[src/rtl/aes_pkg.sv]
// Shared AES byte-cipher helpers for the cipher and decipher ends of the link.
// Contents: forward and inverse AES S-box tables, and the helpers sbox(),
// inv_sbox(), rotl8() and next_key(). The cipher also imports next_key(), so
// both ends chain their keys the same way.
package aes_pkg;

   localparam logic [7:0] SBOX [256] = '{
      8'h63, 8'h7c, 8'h77, 8'h7b, 8'hf2, 8'h6b, 8'h6f, 8'hc5, 8'h30, 8'h01, 8'h67, 8'h2b,
      8'hfe, 8'hd7, 8'hab, 8'h76, 8'hca, 8'h82, 8'hc9, 8'h7d, 8'hfa, 8'h59, 8'h47, 8'hf0,
      8'had, 8'hd4, 8'ha2, 8'haf, 8'h9c, 8'ha4, 8'h72, 8'hc0, 8'hb7, 8'hfd, 8'h93, 8'h26,
      8'h36, 8'h3f, 8'hf7, 8'hcc, 8'h34, 8'ha5, 8'he5, 8'hf1, 8'h71, 8'hd8, 8'h31, 8'h15,
      8'h04, 8'hc7, 8'h23, 8'hc3, 8'h18, 8'h96, 8'h05, 8'h9a, 8'h07, 8'h12, 8'h80, 8'he2,
      8'heb, 8'h27, 8'hb2, 8'h75, 8'h09, 8'h83, 8'h2c, 8'h1a, 8'h1b, 8'h6e, 8'h5a, 8'ha0,
      8'h52, 8'h3b, 8'hd6, 8'hb3, 8'h29, 8'he3, 8'h2f, 8'h84, 8'h53, 8'hd1, 8'h00, 8'hed,
      8'h20, 8'hfc, 8'hb1, 8'h5b, 8'h6a, 8'hcb, 8'hbe, 8'h39, 8'h4a, 8'h4c, 8'h58, 8'hcf,
      8'hd0, 8'hef, 8'haa, 8'hfb, 8'h43, 8'h4d, 8'h33, 8'h85, 8'h45, 8'hf9, 8'h02, 8'h7f,
      8'h50, 8'h3c, 8'h9f, 8'ha8, 8'h51, 8'ha3, 8'h40, 8'h8f, 8'h92, 8'h9d, 8'h38, 8'hf5,
      8'hbc, 8'hb6, 8'hda, 8'h21, 8'h10, 8'hff, 8'hf3, 8'hd2, 8'hcd, 8'h0c, 8'h13, 8'hec,
      8'h5f, 8'h97, 8'h44, 8'h17, 8'hc4, 8'ha7, 8'h7e, 8'h3d, 8'h64, 8'h5d, 8'h19, 8'h73,
      8'h60, 8'h81, 8'h4f, 8'hdc, 8'h22, 8'h2a, 8'h90, 8'h88, 8'h46, 8'hee, 8'hb8, 8'h14,
      8'hde, 8'h5e, 8'h0b, 8'hdb, 8'he0, 8'h32, 8'h3a, 8'h0a, 8'h49, 8'h06, 8'h24, 8'h5c,
      8'hc2, 8'hd3, 8'hac, 8'h62, 8'h91, 8'h95, 8'he4, 8'h79, 8'he7, 8'hc8, 8'h37, 8'h6d,
      8'h8d, 8'hd5, 8'h4e, 8'ha9, 8'h6c, 8'h56, 8'hf4, 8'hea, 8'h65, 8'h7a, 8'hae, 8'h08,
      8'hba, 8'h78, 8'h25, 8'h2e, 8'h1c, 8'ha6, 8'hb4, 8'hc6, 8'he8, 8'hdd, 8'h74, 8'h1f,
      8'h4b, 8'hbd, 8'h8b, 8'h8a, 8'h70, 8'h3e, 8'hb5, 8'h66, 8'h48, 8'h03, 8'hf6, 8'h0e,
      8'h61, 8'h35, 8'h57, 8'hb9, 8'h86, 8'hc1, 8'h1d, 8'h9e, 8'he1, 8'hf8, 8'h98, 8'h11,
      8'h69, 8'hd9, 8'h8e, 8'h94, 8'h9b, 8'h1e, 8'h87, 8'he9, 8'hce, 8'h55, 8'h28, 8'hdf,
      8'h8c, 8'ha1, 8'h89, 8'h0d, 8'hbf, 8'he6, 8'h42, 8'h68, 8'h41, 8'h99, 8'h2d, 8'h0f,
      8'hb0, 8'h54, 8'hbb, 8'h16
   };

   localparam logic [7:0] INV_SBOX [256] = '{
      8'h52, 8'h09, 8'h6a, 8'hd5, 8'h30, 8'h36, 8'ha5, 8'h38, 8'hbf, 8'h40, 8'ha3, 8'h9e,
      8'h81, 8'hf3, 8'hd7, 8'hfb, 8'h7c, 8'he3, 8'h39, 8'h82, 8'h9b, 8'h2f, 8'hff, 8'h87,
      8'h34, 8'h8e, 8'h43, 8'h44, 8'hc4, 8'hde, 8'he9, 8'hcb, 8'h54, 8'h7b, 8'h94, 8'h32,
      8'ha6, 8'hc2, 8'h23, 8'h3d, 8'hee, 8'h4c, 8'h95, 8'h0b, 8'h42, 8'hfa, 8'hc3, 8'h4e,
      8'h08, 8'h2e, 8'ha1, 8'h66, 8'h28, 8'hd9, 8'h24, 8'hb2, 8'h76, 8'h5b, 8'ha2, 8'h49,
      8'h6d, 8'h8b, 8'hd1, 8'h25, 8'h72, 8'hf8, 8'hf6, 8'h64, 8'h86, 8'h68, 8'h98, 8'h16,
      8'hd4, 8'ha4, 8'h5c, 8'hcc, 8'h5d, 8'h65, 8'hb6, 8'h92, 8'h6c, 8'h70, 8'h48, 8'h50,
      8'hfd, 8'hed, 8'hb9, 8'hda, 8'h5e, 8'h15, 8'h46, 8'h57, 8'ha7, 8'h8d, 8'h9d, 8'h84,
      8'h90, 8'hd8, 8'hab, 8'h00, 8'h8c, 8'hbc, 8'hd3, 8'h0a, 8'hf7, 8'he4, 8'h58, 8'h05,
      8'hb8, 8'hb3, 8'h45, 8'h06, 8'hd0, 8'h2c, 8'h1e, 8'h8f, 8'hca, 8'h3f, 8'h0f, 8'h02,
      8'hc1, 8'haf, 8'hbd, 8'h03, 8'h01, 8'h13, 8'h8a, 8'h6b, 8'h3a, 8'h91, 8'h11, 8'h41,
      8'h4f, 8'h67, 8'hdc, 8'hea, 8'h97, 8'hf2, 8'hcf, 8'hce, 8'hf0, 8'hb4, 8'he6, 8'h73,
      8'h96, 8'hac, 8'h74, 8'h22, 8'he7, 8'had, 8'h35, 8'h85, 8'he2, 8'hf9, 8'h37, 8'he8,
      8'h1c, 8'h75, 8'hdf, 8'h6e, 8'h47, 8'hf1, 8'h1a, 8'h71, 8'h1d, 8'h29, 8'hc5, 8'h89,
      8'h6f, 8'hb7, 8'h62, 8'h0e, 8'haa, 8'h18, 8'hbe, 8'h1b, 8'hfc, 8'h56, 8'h3e, 8'h4b,
      8'hc6, 8'hd2, 8'h79, 8'h20, 8'h9a, 8'hdb, 8'hc0, 8'hfe, 8'h78, 8'hcd, 8'h5a, 8'hf4,
      8'h1f, 8'hdd, 8'ha8, 8'h33, 8'h88, 8'h07, 8'hc7, 8'h31, 8'hb1, 8'h12, 8'h10, 8'h59,
      8'h27, 8'h80, 8'hec, 8'h5f, 8'h60, 8'h51, 8'h7f, 8'ha9, 8'h19, 8'hb5, 8'h4a, 8'h0d,
      8'h2d, 8'he5, 8'h7a, 8'h9f, 8'h93, 8'hc9, 8'h9c, 8'hef, 8'ha0, 8'he0, 8'h3b, 8'h4d,
      8'hae, 8'h2a, 8'hf5, 8'hb0, 8'hc8, 8'heb, 8'hbb, 8'h3c, 8'h83, 8'h53, 8'h99, 8'h61,
      8'h17, 8'h2b, 8'h04, 8'h7e, 8'hba, 8'h77, 8'hd6, 8'h26, 8'he1, 8'h69, 8'h14, 8'h63,
      8'h55, 8'h21, 8'h0c, 8'h7d
   };

   function automatic logic [7:0] sbox(input logic [7:0] b);
      return SBOX[b];
   endfunction

   function automatic logic [7:0] inv_sbox(input logic [7:0] b);
      return INV_SBOX[b];
   endfunction

   // Left-rotate by rot mod 8; rot=0 leaves the byte unchanged.
   function automatic logic [7:0] rotl8(input logic [7:0] k, input int unsigned rot);
      int unsigned r;
      r = rot % 8;
      return (k << r) | (k >> ((8 - r) % 8));
   endfunction

   // Key chain step: K_{i+1} = rotl(K_i, rot) ^ C_i ^ idx[7:0].
   function automatic logic [7:0] next_key(input logic [7:0]  k,
                                           input logic [7:0]  c,
                                           input logic [7:0]  idx,
                                           input int unsigned rot = 1);
      return rotl8(k, rot) ^ c ^ idx;
   endfunction

endpackage

[src/rtl/aes_inv_sbox.sv]
// Combinational AES inverse S-box lookup.
// Ports:
//   data_i  8-bit substituted byte
//   data_o  8-bit inverse-substituted byte
module aes_inv_sbox
   import aes_pkg::*;
(
   input  logic [7:0] data_i,
   output logic [7:0] data_o
);

   always_comb begin
      data_o = inv_sbox(data_i);
   end

endmodule

[src/rtl/aes_decipher.sv]
// Byte-serial decipher: P_i = INV_SBOX(C_i) ^ K_i, with the key chained as
// K_{i+1} = rotl(K_i, KEY_ROT) ^ C_i ^ idx[7:0]. One-cycle registered latency.
// Ports:
//   clk          clock, rising edge
//   reset        asynchronous active-high reset
//   new_message  start of message; loads key and clears idx
//   key          message key, sampled only with new_message
//   valid_in     data_in holds a ciphertext byte
//   data_in      ciphertext byte
//   data_out     registered plaintext byte
//   valid_out    registered strobe, one cycle per accepted byte
//   no_key_err   sticky "byte before any key" flag (only with AES_DECIPHER_ERR_EN)
// Optional feature macro: AES_DECIPHER_ERR_EN.
module aes_decipher
   import aes_pkg::*;
#(
   parameter int unsigned KEY_ROT = 1,
   parameter int unsigned CNT_W   = 8
) (
   input  logic       clk,
   input  logic       reset,
   input  logic       new_message,
   input  logic [7:0] key,
   input  logic       valid_in,
   input  logic [7:0] data_in,
   output logic [7:0] data_out,
   output logic       valid_out
`ifdef AES_DECIPHER_ERR_EN
   ,
   output logic       no_key_err
`endif
);

   logic [7:0]       k_q, k_d;
   logic [CNT_W-1:0] idx_q, idx_d;
   logic [7:0]       data_out_q, data_out_d;
   logic             valid_out_q, valid_out_d;

   // Key and index effective for this cycle: a same-cycle new_message makes
   // the incoming byte the first byte of the new message.
   logic [7:0]       k_cur;
   logic [CNT_W-1:0] idx_cur;
   logic [7:0]       inv_byte;

   aes_inv_sbox u_inv_sbox (
      .data_i (data_in),
      .data_o (inv_byte)
   );

   always_comb begin
      k_cur       = new_message ? key : k_q;
      idx_cur     = new_message ? '0 : idx_q;
      k_d         = k_cur;
      idx_d       = idx_cur;
      data_out_d  = data_out_q;
      valid_out_d = 1'b0;
      if (valid_in) begin
         data_out_d  = inv_byte ^ k_cur;
         valid_out_d = 1'b1;
         k_d         = next_key(k_cur, data_in, 8'(idx_cur), KEY_ROT);
         idx_d       = idx_cur + CNT_W'(1);
      end
   end

   always_ff @(posedge clk or posedge reset) begin
      if (reset) begin
         k_q         <= 8'h00;
         idx_q       <= '0;
         data_out_q  <= 8'h00;
         valid_out_q <= 1'b0;
      end else begin
         k_q         <= k_d;
         idx_q       <= idx_d;
         data_out_q  <= data_out_d;
         valid_out_q <= valid_out_d;
      end
   end

   assign data_out  = data_out_q;
   assign valid_out = valid_out_q;

`ifdef AES_DECIPHER_ERR_EN
   logic key_seen_q, key_seen_d;
   logic no_key_err_q, no_key_err_d;

   always_comb begin
      key_seen_d   = key_seen_q;
      no_key_err_d = no_key_err_q;
      if (new_message) begin
         key_seen_d   = 1'b1;
         no_key_err_d = 1'b0;
      end else if (valid_in && !key_seen_q) begin
         no_key_err_d = 1'b1;
      end
   end

   always_ff @(posedge clk or posedge reset) begin
      if (reset) begin
         key_seen_q   <= 1'b0;
         no_key_err_q <= 1'b0;
      end else begin
         key_seen_q   <= key_seen_d;
         no_key_err_q <= no_key_err_d;
      end
   end

   assign no_key_err = no_key_err_q;
`endif

endmodule

[config.mk]
export PLATFORM = sky130hd
export DESIGN_NAME = aes_decipher
export DESIGN_NICKNAME = d
export VERILOG_FILES = /design/src/rtl/aes_pkg.sv /design/src/rtl/aes_inv_sbox.sv /design/src/rtl/aes_decipher.sv
export SDC_FILE = /design/constraint.sdc
export NUM_CORES = 1
export LEC_CHECK = 0
export ABC_AREA = 1
export CELL_PAD_IN_SITES_DETAIL_PLACEMENT = 1
export CELL_PAD_IN_SITES_GLOBAL_PLACEMENT = 2
export CORE_MARGIN = 8
export CORE_UTILIZATION = 25
export DETAILED_ROUTE_END_ITERATION = 10
export GPL_ROUTABILITY_DRIVEN = 0
export HOLD_SLACK_MARGIN = 0.1
export PLACE_DENSITY_LB_ADDON = 0.1
export SYNTH_ARGS = -nofsm -noshare
export SYNTH_HDL_FRONTEND = slang
export SYNTH_SLANG_ARGS = --single-unit
export TNS_END_PERCENT = 100
[constraint.sdc]
create_clock -name clk -period 2.9 [get_ports clk]
set_input_delay 0.87 -clock clk [delete_from_list [all_inputs] [get_ports clk]]
set_output_delay 0.87 -clock clk [all_outputs]
set_load 0.01 [all_outputs]
==> results of run 1 <==
## placed cells by master (no fill, tap or decap), drive strengths merged
| cell | count |
|---|---|
| ha | 20 |
| clkinv | 1 |
| o21ai | 26 |
| a21oi | 25 |
| nor4 | 1 |
| nand2 | 276 |
| xor2 | 17 |
| a31oi | 2 |
| nand4 | 7 |
| and2 | 1 |
| dlygate4sd2 | 1 |
| dfrtp | 25 |
| inv | 46 |
| xnor2 | 5 |
| buf | 110 |
| clkdlybuf4s50 | 24 |
| nand3 | 253 |
| o211ai | 3 |
| nand3b | 1 |
| or2 | 9 |
| nor2 | 29 |
| clkbuf | 4 |
## worst min-delay path: cells and delay by family (launching register included)
family	cells	cell delay [ps]
flip-flops	1	340
AND/OR/NAND/NOR	2	110
## cell families after synthesis
group | Yosys count | synth area share, %
buffers and inverters | 101 | 11.1
and+or+nand+nor | 577 | 58.1
adders and majority gates | 20 | 5.66
xor gates and xnor gates | 22 | 4.36
AOI/OAI and AO/OA | 56 | 6.56
DFF | 25 | 14.1
## worst max path at each step
stage                     slack, ps           to  depth (start not counted)
final                            80  data_out[0]                         15
after global routing            -40  data_out[6]                         17
after CTS                       -20  data_out[6]                         14
after detailed placement       -480  data_out[6]                         14
after global placement         -450  data_out[6]                         14
after floorplan                 370  data_out[0]                         14
## final cells by class
cell class | count | area [um^2]
Clock buffer | 4 | 78.8
Fill cell | 2300 | 11400
Inverter | 47 | 179
Multi-Input combinational cell | 675 | 3490
Sequential cell | 25 | 626
Tap cell | 225 | 282
Timing Repair Buffer | 135 | 1210
## per-stage QoR
stage               cells  hold slack [ps]  power, mW
floorplan             801              516      0.959
global placement     1106              469       1.40
detailed placement   1106              472       1.40
CTS                  1110              491       1.74
global route         1111              517       1.89
finish               1111              484       1.76
## registers in the layout, indices dropped and copies added (netlist names)
| signal | flops |
|---|---|
| data_out | 8 |
| idx_q | 8 |
| k_q | 8 |
| valid_out | 1 |
## per-layer routing
| metal | global-route usage [%] | wire length [um] | vias to the layer above |
|---|---|---|---|
| li1 | - | - | 2833 |
| met1 | 31.2 | 11300 | 2975 |
| met2 | 33.1 | 10800 | 261 |
| met3 | 5.19 | 2030 | 61 |
| met4 | 8.48 | 1010 | 0 |
| met5 | 0 | 0 | - |
## timing repair
item,CTS,global route
resized for setup,13,46
buffers inserted,0,1
pin swaps,0,3
setup endpoints to repair,8,8
## where the power goes
part,internal [mW],switching (mW)
clock network,0.188,0.127
registers,0.390,0.0179
logic,0.388,0.649
==> flow_summary.ini, run 1 <==
[logic_synthesis]
synth_top_cell_area_share_pct = 28.6
async_flop_share_pct = 100
synth-seq-cells = 25
syn-cell-area_mm2 = 0.00442
synth_edf_count = 0
synth.yosys.seq_area_share_pct = 14.1
synth_most_common_cell = nand2_1
synth.distinct_cells = 29
synth_common_cells = nand2_1 (263), nand3_1 (253), inv_1 (41)
netlist.top_cell.by_area = nand3_1
yosys_warnings = 0
synth_top_flop_cell = dfrtp_1
synth_cells = 801
synth.area.top_cells = nand3_1 (29%), nand2_1 (22%), dfrtp_1 (14%)
syn_nets = 841
syn_area_per_cell_um2 = 5.52

[route]
wire_per_inst_um = 22.6
ant_nets = 0
via_per_inst = 5.52
vias = 6130
postRouteWirelength_um = 25100
drtIter0Drc = 580
drc_errors = 0
drt_pass1_iterations = 5

[setup_path]
r2r-start = idx_q[1]
reg2reg_slack_ps = 1290
cpMostUsedCell = nand3_1
r2r_cells = 8
crit_slowest_cell = clkdlybuf4s50_1
critPathMaxFanout = 6
critical-path-max-stage-delay_ps = 490
crit_start = data_in[0]
crit_type = in2reg
cp-start-kind = primary input
crit_chain = clkdlybuf4s50_1, inv_2, ha_1, inv_2, nand2_1, nand2_4, nand3_1, nand3_1, nand3_1, nand3_1, nand3_1, nand2_1, nand2_1, nand3_1, nand2_1
reg2reg_to = idx_q[7]
crit_arrival_ps = 2980
path_delay_family = simple AND/OR/NAND/NOR gates
worst-path-buf-inv = 3
critPathRequiredTime_ps = 3060
worstSetupEndpointType = flop

[sta]
fin_ws_ps = 81.8
finalCritPeriodShare_pct = 97.2
tns_ps = 0
slew_viol_final = 0
finalSetupViolations = 0
maxSlewHeadroom_pct = 62.4
period_needed_ps = 2820
tightest_slew_ps = 558
rsz0062_at_grt = yes
clock_skew_ps = 4.03
timing.final.hold_violations = 0
max_freq_mhz = 355

[die]
start_util_pct = 25.6
core_mm2 = 0.0173
die_w_um = 149
ioPinCount = 29
die_h_um = 149
num_rows = 48
die_area_mm2 = 0.0222

[min_path]
hp-class = reg2reg
hold_end = data_out[5]
hold_depth = 2
min-delay-start = data_out[5]

[finish]
diodes = 0
layout.nets = 927
syn_to_final_growth_pct = 32.7
drive_gt1_share_pct = 20.4
fin_area_mm2 = 0.00587
final_core_util_pct = 33.9

[cts]
clkTransAtPathRegs_ps = 70
numCtsBuffers = 3
hold_buffers = 0
cts_tree = done
cts_root_buf = clkbuf_16
clock_path_buffers = 2
clock_latency_ps = 270
cts_max_level = 1
cts.sinks = 25

[placed_design]
dpl_cell_area_mm2 = 0.00558
port_buffers = 28
pre_cts_ws_ps = -477
dp_hpwl_um = 19400

[run]
maxCapViolCount = 0

[grt]
grt_pass1_wl_um = 38600
antenna_found_initial = 0
grt_overflow = 0
grt_max_degree = 65
grt_pass1_vias = 6348
grtUsageTotal_pct = 22.5

[status]
outcome = finished clean

[power]
vdd_drop_max_mv = 0.207
leakage_nw = 2.99
p_per_area_mw_per_mm2 = 300
(Power assumes the default switching activity.)
==> run 2: changes to the inputs <==
--- a/config.mk
+++ b/config.mk
@@ -5,11 +5,11 @@
 export SDC_FILE = /design/constraint.sdc
 export NUM_CORES = 1
 export LEC_CHECK = 0
-export ABC_AREA = 1
 export CELL_PAD_IN_SITES_DETAIL_PLACEMENT = 1
 export CELL_PAD_IN_SITES_GLOBAL_PLACEMENT = 2
 export CORE_MARGIN = 8
 export CORE_UTILIZATION = 25
+export CTS_CLUSTER_SIZE = 8
 export DETAILED_ROUTE_END_ITERATION = 10
 export GPL_ROUTABILITY_DRIVEN = 0
 export HOLD_SLACK_MARGIN = 0.1
==> run 2 against run 1 <==
Via count rose by 11%. Cell count is 4.6% higher. Combinational power rose by 30%. Clock power grew 3%. Setup slack got worse by 76 ps. Die area increased by 8.1%. Power up 19%. Clock-buffer cell count down 1.
==> flow_summary.ini, run 2 <==
[placed_design]
port_buffers = 28
dp_hpwl_um = 24000
pre_cts_ws_ps = -915
dpl_cell_area_mm2 = 0.00704
placed_cells = 1140

[finish]
final_common_cell = buf_4
final_core_util_pct = 39.7
syn_to_final_growth_pct = 58.2
mostFrequentLayoutCells = buf_4 (247), nand2_1 (56), a21oi_1 (49)
num-fill-cells = 2327
drive_gt1_share_pct = 39.2
layout.nets = 937
fin_cells = 1162
fin_area_mm2 = 0.00763

[setup_path]
reg2reg_slack_ps = 1320
path_delay_family = compound AO/OA/AOI/OAI gates
critPathRequiredTime_ps = 3050
crit_chain = clkdlybuf4s50_1, buf_4, or2_2, o41ai_1, a31o_2, a311o_1, nor2_1, a211o_1
crit_arrival_ps = 3040
critPathMaxFanout = 9
cp.depth = 8
r2r-start = idx_q[0]
reg2reg_to = idx_q[6]
worst-path-buf-inv = 2
crit_slowest_cell = clkdlybuf4s50_1
crit_type = in2reg
critical-path-max-stage-delay_ps = 510
r2r_cells = 5
worstSetupEndpointType = flop
cp-start-kind = primary input

[sta]
period_needed_ps = 2890
max_freq_mhz = 346
tightest_slew_ps = 614
timing.final.hold_violations = 0
finalSetupViolations = 0
finalCritPeriodShare_pct = 99.8
fin_ws_ps = 6.00
whs_ps = 499
rsz0062_at_grt = yes
slew_viol_final = 0
maxSlewHeadroom_pct = 57.9
tns_ps = 0
clock_skew_ps = 7.53

[grt]
grt_pass1_vias = 7160
grtUsageTotal_pct = 24.8
grt_max_degree = 40
grt_overflow = 0
grt_pass1_wl_um = 45500
antenna_found_initial = 0

[logic_synthesis]
syn_nets = 716
async_flop_share_pct = 100
syn-cell-area_mm2 = 0.00482
syn_area_per_cell_um2 = 7.14
synth.distinct_cells = 70
netlist.top_cell.by_area = dfrtp_1
synth_top_cell_area_share_pct = 13.0
synth_most_common_cell = nand2_1
yosys_warnings = 0
synth.area.top_cells = dfrtp_1 (13%), a21oi_1 (5.4%), ha_1 (5.2%)
synth.yosys.seq_area_share_pct = 13.0
synth_top_flop_cell = dfrtp_1
synth_cells = 676
synth_edf_count = 0
synth-seq-cells = 25
synth_common_cells = nand2_1 (56), a21oi_1 (52), nor2_1 (41), o21ai_0 (41), buf_2 (31)

[route]
via_per_inst = 5.88
dr_wl_met3_um = 2170
vias = 6830
drc_errors = 0
drt-met1-wl_um = 12200
postRouteWirelength_um = 30100
met2_length_um = 14000
wire_per_inst_um = 25.9
ant_nets = 0
drtIter0Drc = 542
dr.max_layer_used = met4
drt_pass1_iterations = 5

[power]
vdd_drop_max_mv = 0.219
switching_share_pct = 42.3
p_per_area_mw_per_mm2 = 275
power_frac_comb_pct = 64.2
power.switching_mw = 0.888
leakage_nw = 3.18
totalPowerFinal_mw = 2.10
p_clk_share_pct = 15.5
seqPwrFrac_pct = 20.3
p_int_mw = 1.21

[status]
outcome = finished clean

[cts]
numCtsBuffers = 3
cts.sinks = 25
cts_max_level = 1
cts_tree = done
cts_root_buf = clkbuf_16
clock_path_buffers = 2
hold_buffers = 0
clock_latency_ps = 270
clkTransAtPathRegs_ps = 60

[die]
num_rows = 51
die_area_mm2 = 0.0240
start_util_pct = 25.1
core_mm2 = 0.0192
die_w_um = 155
ioPinCount = 29
die_h_um = 155

[min_path]
min-delay-start = data_out[5]
hp-class = reg2reg
hold_depth = 2
hold_end = data_out[5]

[run]
maxCapViolCount = 0
==> run 2: changes by cell type after synthesis, sizes merged, moves of 18 or more <==
cell    previous run  this run
nor2b              0        27
a21oi             25        52
nand2b             0        30
clkbuf            11        29
nand2            276        56
inv               46        13
nand3            253        24
a211oi             0        18
==> run 2: final cells by class <==
| class | instances | area, um^2 | area share, % |
|---|---|---|---|
| Sequential cell | 25 | 626 | 8.20 |
| Clock buffer | 3 | 75.1 | 0.984 |
| Antenna cell | 1 | 2.50 | 0.0328 |
| Timing Repair Buffer | 291 | 2410 | 31.6 |
| Tap cell | 265 | 332 | 4.35 |
| Inverter | 14 | 87.6 | 1.15 |
| Clock inverter | 1 | 7.51 | 0.0984 |
| Multi-Input combinational cell | 562 | 4090 | 53.6 |
==> run 2: worst max path at each step <==
stage,start,endpoint
after global placement,data_in[1],data_out[3]
final,data_in[6],data_out[2]
after global routing,data_in[2],data_out[1]
after detailed placement,data_in[1],data_out[5]
after CTS,data_in[0],data_out[2]
after floorplan,data_in[0],data_out[7]
==> run 2: power by group through the flow <==
stage,combinational [mW],clock [mW],sequential [mW]
after floorplan,0.588,0,0.436
after global placement,1.22,0,0.429
after detailed placement,1.22,0,0.433
after CTS,1.30,0.334,0.426
after global routing,1.42,0.343,0.432
final,1.35,0.326,0.426
==> run 2: routing by layer <==
layer	GRT usage, %	up-vias
met5	0	-
met4	13.9	0
met3	3.27	93
met2	41.3	359
met1	30.5	3381
li1	-	2997
==> run 2: kinds of logic (layout without fill, tap and decap cells) <==
logic type,Yosys count,in the layout,synth area share (%)
buffers and inverters,89,309,8.82
flip-flops,25,25,13.0
XOR/XNOR,26,26,4.72
other,0,1,0
AND/OR/NAND/NOR,238,238,25.3
AO/OA/AOI/OAI,251,251,36.2
adder cells (fa/ha/maj),20,20,5.19
multiplexers,27,27,6.82
==> run 2: worst register-to-register path, cell delays in order, from the launching register on <==
cell     delay, ps
dfrtp_1        350
nor2b_1        330
ha_1           250
nand2_1        100
or3_1          330
a21oi_1        150
==> run 2: what timing repair did <==
| action | CTS | global route |
|---|---|---|
| endpoints found under the setup margin | 8 | 8 |
| pin swaps | 25 | 14 |
| buffers inserted | 19 | 0 |
| gates resized for setup | 68 | 32 |
